File: src/rtl/reservation_station.sv
// Multi-slot Tomasulo reservation station: holds dispatched ops until both source tags resolve via CDB
// snoop, then presents the oldest ready entry to one FU over a valid/ready handshake.
module reservation_station #(
  parameter int BIT_WIDTH    = 32,
  parameter int ALU_OP_WIDTH = 7,
  parameter int TAG_WIDTH    = 8,
  parameter int ADDR_WIDTH   = 32,
  parameter int NUM_CDB      = 2,
  parameter int NUM_SLOTS    = 4
) (
  input  logic                                clk,
  input  logic                                reset,
  input  logic                                flush,
  input  logic                                dispValid,
  output logic                                dispReady,
  input  logic [TAG_WIDTH-1:0]                inTag,
  input  logic [ALU_OP_WIDTH-1:0]             inOp,
  input  logic [TAG_WIDTH-1:0]                inQj,
  input  logic [TAG_WIDTH-1:0]                inQk,
  input  logic [BIT_WIDTH-1:0]                inVj,
  input  logic [BIT_WIDTH-1:0]                inVk,
  input  logic [ADDR_WIDTH-1:0]               inAddr,
  input  logic [NUM_CDB-1:0][TAG_WIDTH-1:0]   funcUnitTags,
  input  logic [NUM_CDB-1:0][BIT_WIDTH-1:0]   funcUnitOut,
  input  logic [NUM_CDB-1:0]                  valueReady,
  output logic                                issueValid,
  input  logic                                issueReady,
  output logic [TAG_WIDTH-1:0]                outTag,
  output logic [ALU_OP_WIDTH-1:0]             outOp,
  output logic [BIT_WIDTH-1:0]                outVj,
  output logic [BIT_WIDTH-1:0]                outVk,
  output logic [ADDR_WIDTH-1:0]               outAddr,
  output logic [$clog2(NUM_SLOTS):0]          occupancy
);

  localparam int IDX_W = $clog2(NUM_SLOTS);
  localparam logic [IDX_W:0] FULL = (IDX_W+1)'(NUM_SLOTS);

  logic [NUM_SLOTS-1:0]    e_valid;
  logic [TAG_WIDTH-1:0]    e_tag  [NUM_SLOTS];
  logic [ALU_OP_WIDTH-1:0] e_op   [NUM_SLOTS];
  logic [TAG_WIDTH-1:0]    e_qj   [NUM_SLOTS];
  logic [TAG_WIDTH-1:0]    e_qk   [NUM_SLOTS];
  logic [BIT_WIDTH-1:0]    e_vj   [NUM_SLOTS];
  logic [BIT_WIDTH-1:0]    e_vk   [NUM_SLOTS];
  logic [ADDR_WIDTH-1:0]   e_addr [NUM_SLOTS];
  // older[i][j] set means slot i was dispatched before slot j
  logic [NUM_SLOTS-1:0][NUM_SLOTS-1:0] older;

  logic [BIT_WIDTH:0]   snp_j [NUM_SLOTS];
  logic [BIT_WIDTH:0]   snp_k [NUM_SLOTS];
  logic [BIT_WIDTH:0]   byp_j, byp_k;
  logic [NUM_SLOTS-1:0] ready;
  logic [IDX_W-1:0]     sel, free_idx;
  logic                 sel_found, is_oldest;
  logic                 disp_fire, issue_fire;

  // Returns {hit, value}; lowest channel wins and tag 0 never matches.
  function automatic logic [BIT_WIDTH:0] cdb_match(
    input logic [TAG_WIDTH-1:0]              q,
    input logic [NUM_CDB-1:0][TAG_WIDTH-1:0] tags,
    input logic [NUM_CDB-1:0][BIT_WIDTH-1:0] vals,
    input logic [NUM_CDB-1:0]                vld
  );
    logic [BIT_WIDTH:0] r;
    r = '0;
    for (int c = NUM_CDB - 1; c >= 0; c--) begin
      if (vld[c] && q != '0 && tags[c] == q) r = {1'b1, vals[c]};
    end
    return r;
  endfunction

  assign byp_j = cdb_match(inQj, funcUnitTags, funcUnitOut, valueReady);
  assign byp_k = cdb_match(inQk, funcUnitTags, funcUnitOut, valueReady);

  always_comb begin
    for (int i = 0; i < NUM_SLOTS; i++) begin
      snp_j[i] = cdb_match(e_qj[i], funcUnitTags, funcUnitOut, valueReady);
      snp_k[i] = cdb_match(e_qk[i], funcUnitTags, funcUnitOut, valueReady);
      ready[i] = e_valid[i] && e_qj[i] == '0 && e_qk[i] == '0;
    end
  end

  always_comb begin
    sel       = '0;
    sel_found = 1'b0;
    is_oldest = 1'b0;
    free_idx  = '0;
    for (int i = NUM_SLOTS - 1; i >= 0; i--) begin
      if (!e_valid[i]) free_idx = IDX_W'(i);
    end
    for (int i = 0; i < NUM_SLOTS; i++) begin
      is_oldest = ready[i];
      for (int j = 0; j < NUM_SLOTS; j++) begin
        if (ready[j] && older[j][i]) is_oldest = 1'b0;
      end
      if (is_oldest && !sel_found) begin
        sel_found = 1'b1;
        sel       = IDX_W'(i);
      end
    end
  end

  assign dispReady  = (occupancy != FULL);
  assign issueValid = sel_found;
  assign outTag     = sel_found ? e_tag[sel]  : '0;
  assign outOp      = sel_found ? e_op[sel]   : '0;
  assign outVj      = sel_found ? e_vj[sel]   : '0;
  assign outVk      = sel_found ? e_vk[sel]   : '0;
  assign outAddr    = sel_found ? e_addr[sel] : '0;

  assign disp_fire  = dispValid && dispReady && !flush;
  assign issue_fire = sel_found && issueReady && !flush;

  always_ff @(posedge clk or negedge reset) begin
    if (!reset) begin
      e_valid   <= '0;
      older     <= '0;
      occupancy <= '0;
      for (int i = 0; i < NUM_SLOTS; i++) begin
        e_tag[i]  <= '0;
        e_op[i]   <= '0;
        e_qj[i]   <= '0;
        e_qk[i]   <= '0;
        e_vj[i]   <= '0;
        e_vk[i]   <= '0;
        e_addr[i] <= '0;
      end
    end else if (flush) begin
      e_valid   <= '0;
      occupancy <= '0;
    end else begin
      for (int i = 0; i < NUM_SLOTS; i++) begin
        if (e_valid[i] && snp_j[i][BIT_WIDTH]) begin
          e_qj[i] <= '0;
          e_vj[i] <= snp_j[i][BIT_WIDTH-1:0];
        end
        if (e_valid[i] && snp_k[i][BIT_WIDTH]) begin
          e_qk[i] <= '0;
          e_vk[i] <= snp_k[i][BIT_WIDTH-1:0];
        end
      end
      if (issue_fire) e_valid[sel] <= 1'b0;
      if (disp_fire) begin
        e_valid[free_idx] <= 1'b1;
        e_tag[free_idx]   <= inTag;
        e_op[free_idx]    <= inOp;
        e_addr[free_idx]  <= inAddr;
        e_qj[free_idx]    <= byp_j[BIT_WIDTH] ? '0 : inQj;
        e_vj[free_idx]    <= byp_j[BIT_WIDTH] ? byp_j[BIT_WIDTH-1:0] : inVj;
        e_qk[free_idx]    <= byp_k[BIT_WIDTH] ? '0 : inQk;
        e_vk[free_idx]    <= byp_k[BIT_WIDTH] ? byp_k[BIT_WIDTH-1:0] : inVk;
        // new entry becomes younger than every other slot
        for (int j = 0; j < NUM_SLOTS; j++) begin
          older[j][free_idx] <= 1'b1;
          older[free_idx][j] <= 1'b0;
        end
      end
      case ({disp_fire, issue_fire})
        2'b10:   if (occupancy != FULL) occupancy <= occupancy + 1'b1;
        2'b01:   if (occupancy != '0) occupancy <= occupancy - 1'b1;
        default: ;
      endcase
    end
  end

endmodule

File: config.mk
export PLATFORM = sky130hd
export DESIGN_NAME = reservation_station
export DESIGN_NICKNAME = d
export VERILOG_FILES = /design/src/rtl/reservation_station.sv
export SDC_FILE = /design/constraint.sdc
export NUM_CORES = 2
export LEC_CHECK = 0
export BUFFER_PORTS_ARGS = -buffer_cell sky130_fd_sc_hd__buf_2
export CAP_MARGIN = 10
export CORE_MARGIN = 5
export CORE_UTILIZATION = 39
export CTS_CLUSTER_SIZE = 8
export DETAILED_ROUTE_END_ITERATION = 8
export GPL_TIMING_DRIVEN = 0
export SKIP_CTS_REPAIR_TIMING = 1
export SYNTH_ARGS = -nofsm -noshare
export SYNTH_HDL_FRONTEND = slang
export SYNTH_SLANG_ARGS = --single-unit
File: constraint.sdc
create_clock -name clk -period 4.65 [get_ports clk]
set_input_delay 0.6975 -clock clk [delete_from_list [all_inputs] [get_ports clk]]
set_output_delay 0.6975 -clock clk [all_outputs]
set_load 0.02 [all_outputs]
==> Word level (Yosys, flattened, before mapping) <==
Index checks and enable logic that the tools add are counted.
{ "word_totals": {"register_bits": 531, "latchBits": 0, "ram_bits": 0, "mem_bits_ro": 0, "inputBits": 214, "output_inout_bits": 116, "elab_cells": 334, "memories": 0} }
{ "op_classes": {"n_addsub": 2, "mul": 0, "n_div": 0, "order_cmp": 7, "n_eq_ne": 25, "n_shift": 0, "n_mux": 140, "bitwise_logic": 18, "n_reduce_logical": 108} }
{ "ops": {"columns": ["operator", "n"], "rows": [
  ["$mux 32", 30],
  ["$mux 33", 20],
  ["$bwmux 128", 3],
  ["$mux 128", 2],
  ["$bmux 32 s2", 3],
  ["$mux 8", 22],
  ["$eq 8x8->1", 20],
  ["$bwmux 32", 3],
  ["$logic_and 1x1->1", 82],
  ["$reduce_bool 8->1", 10],
  ["$and 16x16->16", 4],
  ["$demux 32 s2", 1],
  ["$logic_not 8->1", 8],
  ["$not 16->16", 4],
  ["$demux 4 s2", 4],
  ["$bwmux 28", 1],
  ["$mux 7", 4],
  ["$mux 1", 24],
  ["$mux 4", 5],
  ["$or 4x4->4", 5],
  ["$bmux 8 s2", 1],
  ["$demux 8 s2", 1],
  ["$bmux 7 s2", 1],
  ["$demux 7 s2", 1],
  ["other kinds (21)", 41]
]} }

==> Longest topological paths before layout <==
{ "depth": {"depth_word": 29, "depth_mapped": 12, "mapped_depth_nobuf": 11} }

==> Least setup slack after synthesis <==
No wires, ideal clock.
{ "synth_timing": {"path_kind": "reg-to-output", "start": "register e_qj[16] in the netlist's numbering", "end": "output outTag[7]", "arrival_ns": 3.053, "required_time_ns": 3.953, "path_slack_ns": 0.900, "path_stages_with_launch": 11, "path_buffers": 3, "cell_sequence": "dfrtp_1 > or4_1 > and4bb_1 > nand3b_1 > nor4_2 > nor2b_1 > buf_4 > buf_4 > buf_2 > o22ai_1 > a211oi_1"} }
{ "synth_between": {"elab_chain_len": 22, "elab_cells_between_ends": 38, "cone_classes": "24 x mux; 1 x bitwise; 13 x reduce/logical"} }
{ "synth_rtl": {"columns": ["item", "line_no", "text"], "rows": [
  ["start, declared", "42", "logic [TAG_WIDTH-1:0] e_qj [NUM_SLOTS];"],
  ["start signal, assigned by index", "149", "e_qj[free_idx] <= byp_j[BIT_WIDTH] ? '0 : inQj;"],
  ["$logic_not 8->1 (*)", "80", "ready[i] = e_valid[i] && e_qj[i] == '0 && e_qk[i] == '0;"],
  ["$logic_and 1x1->1 (*) (2 in series)", "80", null],
  ["$logic_and 1x1->1", "95", "if (ready[j] && older[j][i]) is_oldest = 1'b0;"],
  ["$mux 1 (3 in series)", "95", null],
  ["$mux 1", "97", "if (is_oldest && !sel_found) begin"],
  ["$logic_not 1->1", "97", null],
  ["$logic_and 1x1->1", "97", null],
  ["$mux 1", "97", null],
  ["[2 not listed]", null, null],
  ["$mux 1", "97", null],
  ["$logic_not 1->1", "97", null],
  ["$logic_and 1x1->1", "97", null],
  ["$mux 2", "97", null],
  ["$not 2->3 (implied by the code)", "106", "assign outTag = sel_found ? e_tag[sel] : '0;"],
  ["$bmux 8 s2", "106", null],
  ["$mux 8 (implied by the code) (2 in series)", "106", null],
  ["$mux 8 (*)", "106", null],
  ["end, declared", "28", "output logic [TAG_WIDTH-1:0] outTag,"]
]} }
Mark *: on every way between the ends. The rest lies on a longest branch, timed or not. The select of a mux whose other input is x is not followed.

==> Worst setup path in the final report <==
{ "layout_timing": {"start": "register e_qj[22] in the netlist's numbering", "end": "output outVk[1]"} }
{ "layout_between": {"elab_chain_len": 22, "elab_cells_between_ends": 38, "cone_classes": "24 x mux; 1 x bitwise; 13 x reduce/logical"} }
{ "layout_rtl": {"columns": ["item", "line_no", "text"], "rows": [
  ["$logic_not 8->1 (*)", "80", null],
  ["$logic_and 1x1->1 (*) (2 in series)", "80", null],
  ["$logic_and 1x1->1", "95", null],
  ["$mux 1 (3 in series)", "95", null],
  ["$mux 1", "97", null],
  ["$logic_not 1->1", "97", null],
  ["$logic_and 1x1->1", "97", null],
  ["$mux 1", "97", null],
  ["[2 not listed]", null, null],
  ["$mux 1", "97", null],
  ["$logic_not 1->1", "97", null],
  ["$logic_and 1x1->1", "97", null],
  ["$mux 2", "97", null],
  ["$not 2->3 (implied by the code)", "109", "assign outVk = sel_found ? e_vk[sel] : '0;"],
  ["$bmux 32 s2", "109", null],
  ["$mux 32 (implied by the code) (2 in series)", "109", null],
  ["$mux 32 (*)", "109", null],
  ["end, declared", "31", "output logic [BIT_WIDTH-1:0] outVk,"]
]} }
Marked as above.

==> impl_results.rst <==
.. list-table::
   :header-rows: 1

   * - Metric
     - Value
   * - I/O pin total
     - 330
   * - Dominant combinational cell family by area after synthesis
     - compound AO/OA/AOI/OAI gates
   * - Static leakage
     - 16.7 nW
   * - Internal power summed over all cells
     - 9.71 mW
   * - Clock share of power
     - 37.6%
   * - Fraction of the cycle the final worst path needs
     - 108%
   * - Area growth, synth to finish
     - 25.4%
   * - Number of core rows
     - 106
   * - Violations in the final reports
     - setup timing
   * - Clk pin slew, worst setup/hold paths
     - 0.05 ns
   * - Switching power as a share of total power
     - 30.3%
   * - Distinct cells, synth
     - 57
   * - Total clock buffers created by CTS
     - 77
   * - Count of input and output buffers
     - 235
   * - Final instance count without filler cells
     - 5068
   * - Die X-Extent
     - 301 microns
   * - Dominant synthesized flop cell
     - sky130_fd_sc_hd__dfrtp_1
   * - Share of synthesized area occupied by flip-flops and latches
     - 40.1%
   * - Core outline area
     - 84000 sq um
   * - Relative contribution of combinational cells to total power
     - 19.2%
   * - Flops & latches, synth
     - 531
   * - Number of global-route vias before repair
     - 31000
   * - Power density over the cells
     - 336 nW/um^2
   * - Total via count after detailed routing
     - 31900
   * - Class of the tightest hold or removal check
     - in2async
   * - Setup repair after global routing missed its margin
     - yes
   * - Reg-to-reg setup timing slack
     - 0.17 ns
   * - Type of the worst setup path
     - reg2out
   * - Number of cells in the design after placement
     - 4917
   * - Share of synthesized registers carrying an async set or reset
     - 100%
   * - Total detailed-routing wirelength
     - 147 mm
   * - Compound-cell area share of the yosys netlist
     - 25.2%
   * - Detailed placement HPWL
     - 101 mm
   * - First-iteration detailed-routing DRC count
     - 3769
   * - Post-layout power
     - 13.9 mW
   * - Setup Slack @ Placement
     - -0.975 ns
   * - Fraction of synthesized cell area in xor and xnor cells
     - 4.29%
   * - Accumulated negative setup slack
     - -27.12 ns
   * - Count of nets after finishing
     - 4134
   * - Maximum fanout along the worst path
     - 6
   * - Achievable frequency
     - 0.200 GHz
   * - Final Worst Setup Slack
     - -0.353 ns
   * - Antenna violations before repair
     - 8
   * - Initial core utilization
     - 39.4%
   * - Multiplexer area fraction after synthesis
     - 9.50%
   * - Warnings, synthesis
     - 0
   * - Post-route DRC violation count
     - 0
   * - Number of nets with antenna violations after routing
     - 0
   * - Largest net degree at the start of global routing
     - 116
   * - Number of levels the H-tree was split into
     - 3
   * - Global-route wire length before repair
     - 209 mm
   * - Max Cap Violations
     - 0
   * - Count of flip-flops with a built-in enable after synthesis
     - 0
   * - Sequential group share of total power
     - 43.3%
   * - Post-route minimum period
     - 5.00 ns
   * - Root Driver
     - sky130_fd_sc_hd__clkbuf_16
   * - Worst-case headroom to the max-slew limit
     - 4.05%
   * - Vertical die dimension
     - 301 microns
   * - Post-Synthesis Mean Instance Area
     - 9.36 sq um
   * - Gp weighted congestion
     - 0.970
   * - Adder and majority gate portion of the synthesized area
     - 0.0378%
   * - Drt via density
     - 6.29
   * - Number of endpoints with negative hold slack in the final report
     - 0
   * - Post-synth net total
     - 3752
   * - Total Routing Usage GR
     - 30.5%
   * - Synth Cell Area
     - 33100 sq um
   * - Total grt overflow
     - 0
   * - Number of clock sinks
     - 531
   * - Post-route clock skew
     - 0.0348 ns
   * - Worst-Margin Slew
     - 1.44 ns
   * - Setup crit start kind
     - register
   * - Switching power total
     - 4.23 mW
   * - Critical register-to-register path endpoint
     - e_vk[48]
   * - Worst EP required
     - 3.95 ns
   * - CP Data Arrival Time
     - 4.31 ns
   * - Startpoint of the worst setup timing path
     - e_qj[22]
   * - Peak VDD IR
     - 0.254 mV
   * - Insertion delay of the later-clocked pin in the worst-skew pair
     - 0.65 ns
   * - Critical register-to-register path startpoint
     - occupancy[2]
   * - Run status
     - finished, violations left
   * - Length in cells of the worst reg-to-reg path
     - 9
   * - Share of final-layout standard cells stronger than drive strength 1
     - 24.0%
   * - Die Outline Area
     - 90800 sq um
   * - Slew Viols, Final
     - 0
   * - Final setup vio count
     - 111
   * - First-pass detailed-route iteration total
     - 8
   * - Basic-gate share of the synthesized area counting and, or, nand and nor cells
     - 15.6%
   * - Number of standard cells after synthesis
     - 3537
   * - TritonCTS clock tree
     - done
   * - Sort of element at the end of the critical path
     - primary output
   * - Average routed wire per standard cell
     - 29.1 microns
   * - Max Buffers Root-to-Sink
     - 3
cell usage in the layout, fill, tap and decap left out, types with 11 or more instances in the layout:
cell / count
sky130_fd_sc_hd__a211oi_2: 102
sky130_fd_sc_hd__mux2i_1: 222
sky130_fd_sc_hd__nor2_1: 79
sky130_fd_sc_hd__o21ai_0: 87
sky130_fd_sc_hd__nand3_1: 24
sky130_fd_sc_hd__a22oi_1: 173
sky130_fd_sc_hd__xnor2_1: 119
sky130_fd_sc_hd__a211oi_4: 99
sky130_fd_sc_hd__buf_1: 32
sky130_fd_sc_hd__nand2_1: 738
sky130_fd_sc_hd__a22o_1: 75
sky130_fd_sc_hd__clkbuf_1: 268
sky130_fd_sc_hd__nand4_1: 20
sky130_fd_sc_hd__a31oi_1: 25
sky130_fd_sc_hd__buf_4: 120
sky130_fd_sc_hd__nor4_1: 21
sky130_fd_sc_hd__nor3b_2: 70
sky130_fd_sc_hd__a211oi_1: 21
sky130_fd_sc_hd__buf_6: 56
sky130_fd_sc_hd__nor3b_4: 11
sky130_fd_sc_hd__o22ai_1: 86
sky130_fd_sc_hd__xor2_1: 43
sky130_fd_sc_hd__a21oi_1: 46
sky130_fd_sc_hd__o22ai_2: 16
sky130_fd_sc_hd__mux2_2: 82
sky130_fd_sc_hd__nor3_1: 33
sky130_fd_sc_hd__clkbuf_16: 90
sky130_fd_sc_hd__clkbuf_2: 11
sky130_fd_sc_hd__o22a_1: 222
sky130_fd_sc_hd__nor3b_1: 31
sky130_fd_sc_hd__buf_12: 36
sky130_fd_sc_hd__or2_2: 12
sky130_fd_sc_hd__a32oi_1: 24
sky130_fd_sc_hd__dfrtp_1: 527
sky130_fd_sc_hd__buf_2: 160
power groups by stage:
stage | clock network, mW | logic [mW] | registers (mW)
after floorplan | 0 | 1.72 | 5.87
after global placement | 0 | 2.29 | 6.02
after detailed placement | 0 | 2.38 | 6.02
after CTS | 5.28 | 2.39 | 5.96
after global routing | 5.46 | 2.89 | 6.11
final | 5.23 | 2.67 | 6.03
synthesized netlist by cell type, types with 4 or more instances:
| library cell | number | area, sq um |
|---|---|---|
| sky130_fd_sc_hd__a211oi_2 | 180 | 2250 |
| sky130_fd_sc_hd__nand3b_1 | 6 | 45.0 |
| sky130_fd_sc_hd__dfrtp_1 | 531 | 13300 |
| sky130_fd_sc_hd__buf_2 | 63 | 315 |
| sky130_fd_sc_hd__nor3b_1 | 112 | 841 |
| sky130_fd_sc_hd__o211ai_1 | 4 | 30.0 |
| sky130_fd_sc_hd__o22a_1 | 222 | 1940 |
| sky130_fd_sc_hd__o22ai_1 | 111 | 694 |
| sky130_fd_sc_hd__o21ai_0 | 87 | 435 |
| sky130_fd_sc_hd__nand4_1 | 20 | 125 |
| sky130_fd_sc_hd__a32oi_1 | 24 | 210 |
| sky130_fd_sc_hd__and3_1 | 6 | 37.5 |
| sky130_fd_sc_hd__and4_1 | 8 | 70.1 |
| sky130_fd_sc_hd__mux2i_1 | 222 | 2220 |
| sky130_fd_sc_hd__nand3_1 | 24 | 120 |
| sky130_fd_sc_hd__xor2_1 | 43 | 377 |
| sky130_fd_sc_hd__nand2_1 | 738 | 2770 |
| sky130_fd_sc_hd__clkbuf_1 | 300 | 1130 |
| sky130_fd_sc_hd__a211oi_1 | 42 | 315 |
| sky130_fd_sc_hd__a22o_1 | 75 | 657 |
| sky130_fd_sc_hd__buf_6 | 10 | 113 |
| sky130_fd_sc_hd__a22oi_1 | 173 | 1300 |
| sky130_fd_sc_hd__a31oi_1 | 25 | 156 |
| sky130_fd_sc_hd__or4_1 | 14 | 105 |
| sky130_fd_sc_hd__xnor2_1 | 119 | 1040 |
| sky130_fd_sc_hd__a21oi_1 | 46 | 230 |
| sky130_fd_sc_hd__and2_1 | 5 | 31.3 |
| sky130_fd_sc_hd__nor4b_1 | 4 | 35.0 |
| sky130_fd_sc_hd__nor2b_1 | 4 | 25.0 |
| sky130_fd_sc_hd__inv_1 | 5 | 18.8 |
| sky130_fd_sc_hd__nor3_1 | 33 | 165 |
| sky130_fd_sc_hd__nor4_2 | 6 | 75.1 |
| sky130_fd_sc_hd__nor2_1 | 84 | 315 |
| sky130_fd_sc_hd__o21a_1 | 8 | 60.1 |
| sky130_fd_sc_hd__buf_1 | 35 | 131 |
| sky130_fd_sc_hd__nor4_1 | 27 | 169 |
| sky130_fd_sc_hd__or2_2 | 12 | 75.1 |
| sky130_fd_sc_hd__mux2_2 | 82 | 923 |
how the worst max path moves through the flow:
stage	end	cells past startpoint
after floorplan	outTag[7]	10
after global placement	e_vk[110]	1
after detailed placement	outVj[27]	9
after CTS	outVj[27]	9
after global routing	outVj[27]	14
final	outVk[1]	14
logic make-up after synthesis:
group / Yosys count
buf+inv: 416
simple gates: 1117
xor+xnor: 162
compound gates: 1006
fa+ha+maj: 1
mux: 304
flops: 531
metal layers:
| layer | GRT usage, % | up-vias | part of all wire (%) |
|---|---|---|---|
| met3 | 8.44 | 423 | 11 |
| li1 | - | 13600 | - |
| met2 | 46.5 | 1945 | 45 |
| met5 | 0 | - | 0.024 |
| met4 | 14.5 | 6 | 5.3 |
| met1 | 40.1 | 15900 | 39 |
area by class of cell:
cell class | instances | area, sq um
Antenna cell | 5 | 12.5
Buffer | 407 | 2310
Clock buffer | 82 | 2000
Clock inverter | 7 | 106
Fill cell | 7830 | 42500
Inverter | 6 | 22.5
Multi-Input combinational cell | 2590 | 19800
Sequential cell | 531 | 13300
Tap cell | 1134 | 1420
Timing Repair Buffer | 306 | 2530
worst max-delay path: stages, from the launching register on:
cell                        delay (ns)
sky130_fd_sc_hd__dfrtp_1          0.42
sky130_fd_sc_hd__or4_4            0.60
sky130_fd_sc_hd__and4bb_2         0.38
sky130_fd_sc_hd__and3_4           0.21
sky130_fd_sc_hd__nor4_4           0.04
sky130_fd_sc_hd__buf_4            0.16
sky130_fd_sc_hd__buf_6            0.12
sky130_fd_sc_hd__nor4b_4          0.29
sky130_fd_sc_hd__buf_6            0.19
sky130_fd_sc_hd__or2_4            0.19
sky130_fd_sc_hd__buf_12           0.18
sky130_fd_sc_hd__clkbuf_16        0.18
sky130_fd_sc_hd__a211oi_2         0.09
sky130_fd_sc_hd__a211oi_4         0.42
sky130_fd_sc_hd__buf_6            0.18
sequential cells by signal, indices dropped and copies added (netlist names), named ones only:
| register | count |
|---|---|
| e_vk | 128 |
| older | 8 |
| e_qk | 32 |
| e_valid | 4 |
| e_qj | 32 |
| e_op | 28 |
| e_tag | 32 |
| e_vj | 128 |
| e_addr | 128 |
| occupancy | 3 |
metrics by stage:
step	area (sq um)	hold slack [ns]	utilization [%]
after floorplan	33100	0.402	-
after global placement	35700	0.449	42.5
after detailed placement	35900	0.454	42.8
after CTS	38000	0.124	45.3
after global routing	41500	0.146	49.4
final	41500	0.0715	49.4
Power figures use the tool's default switching activity.
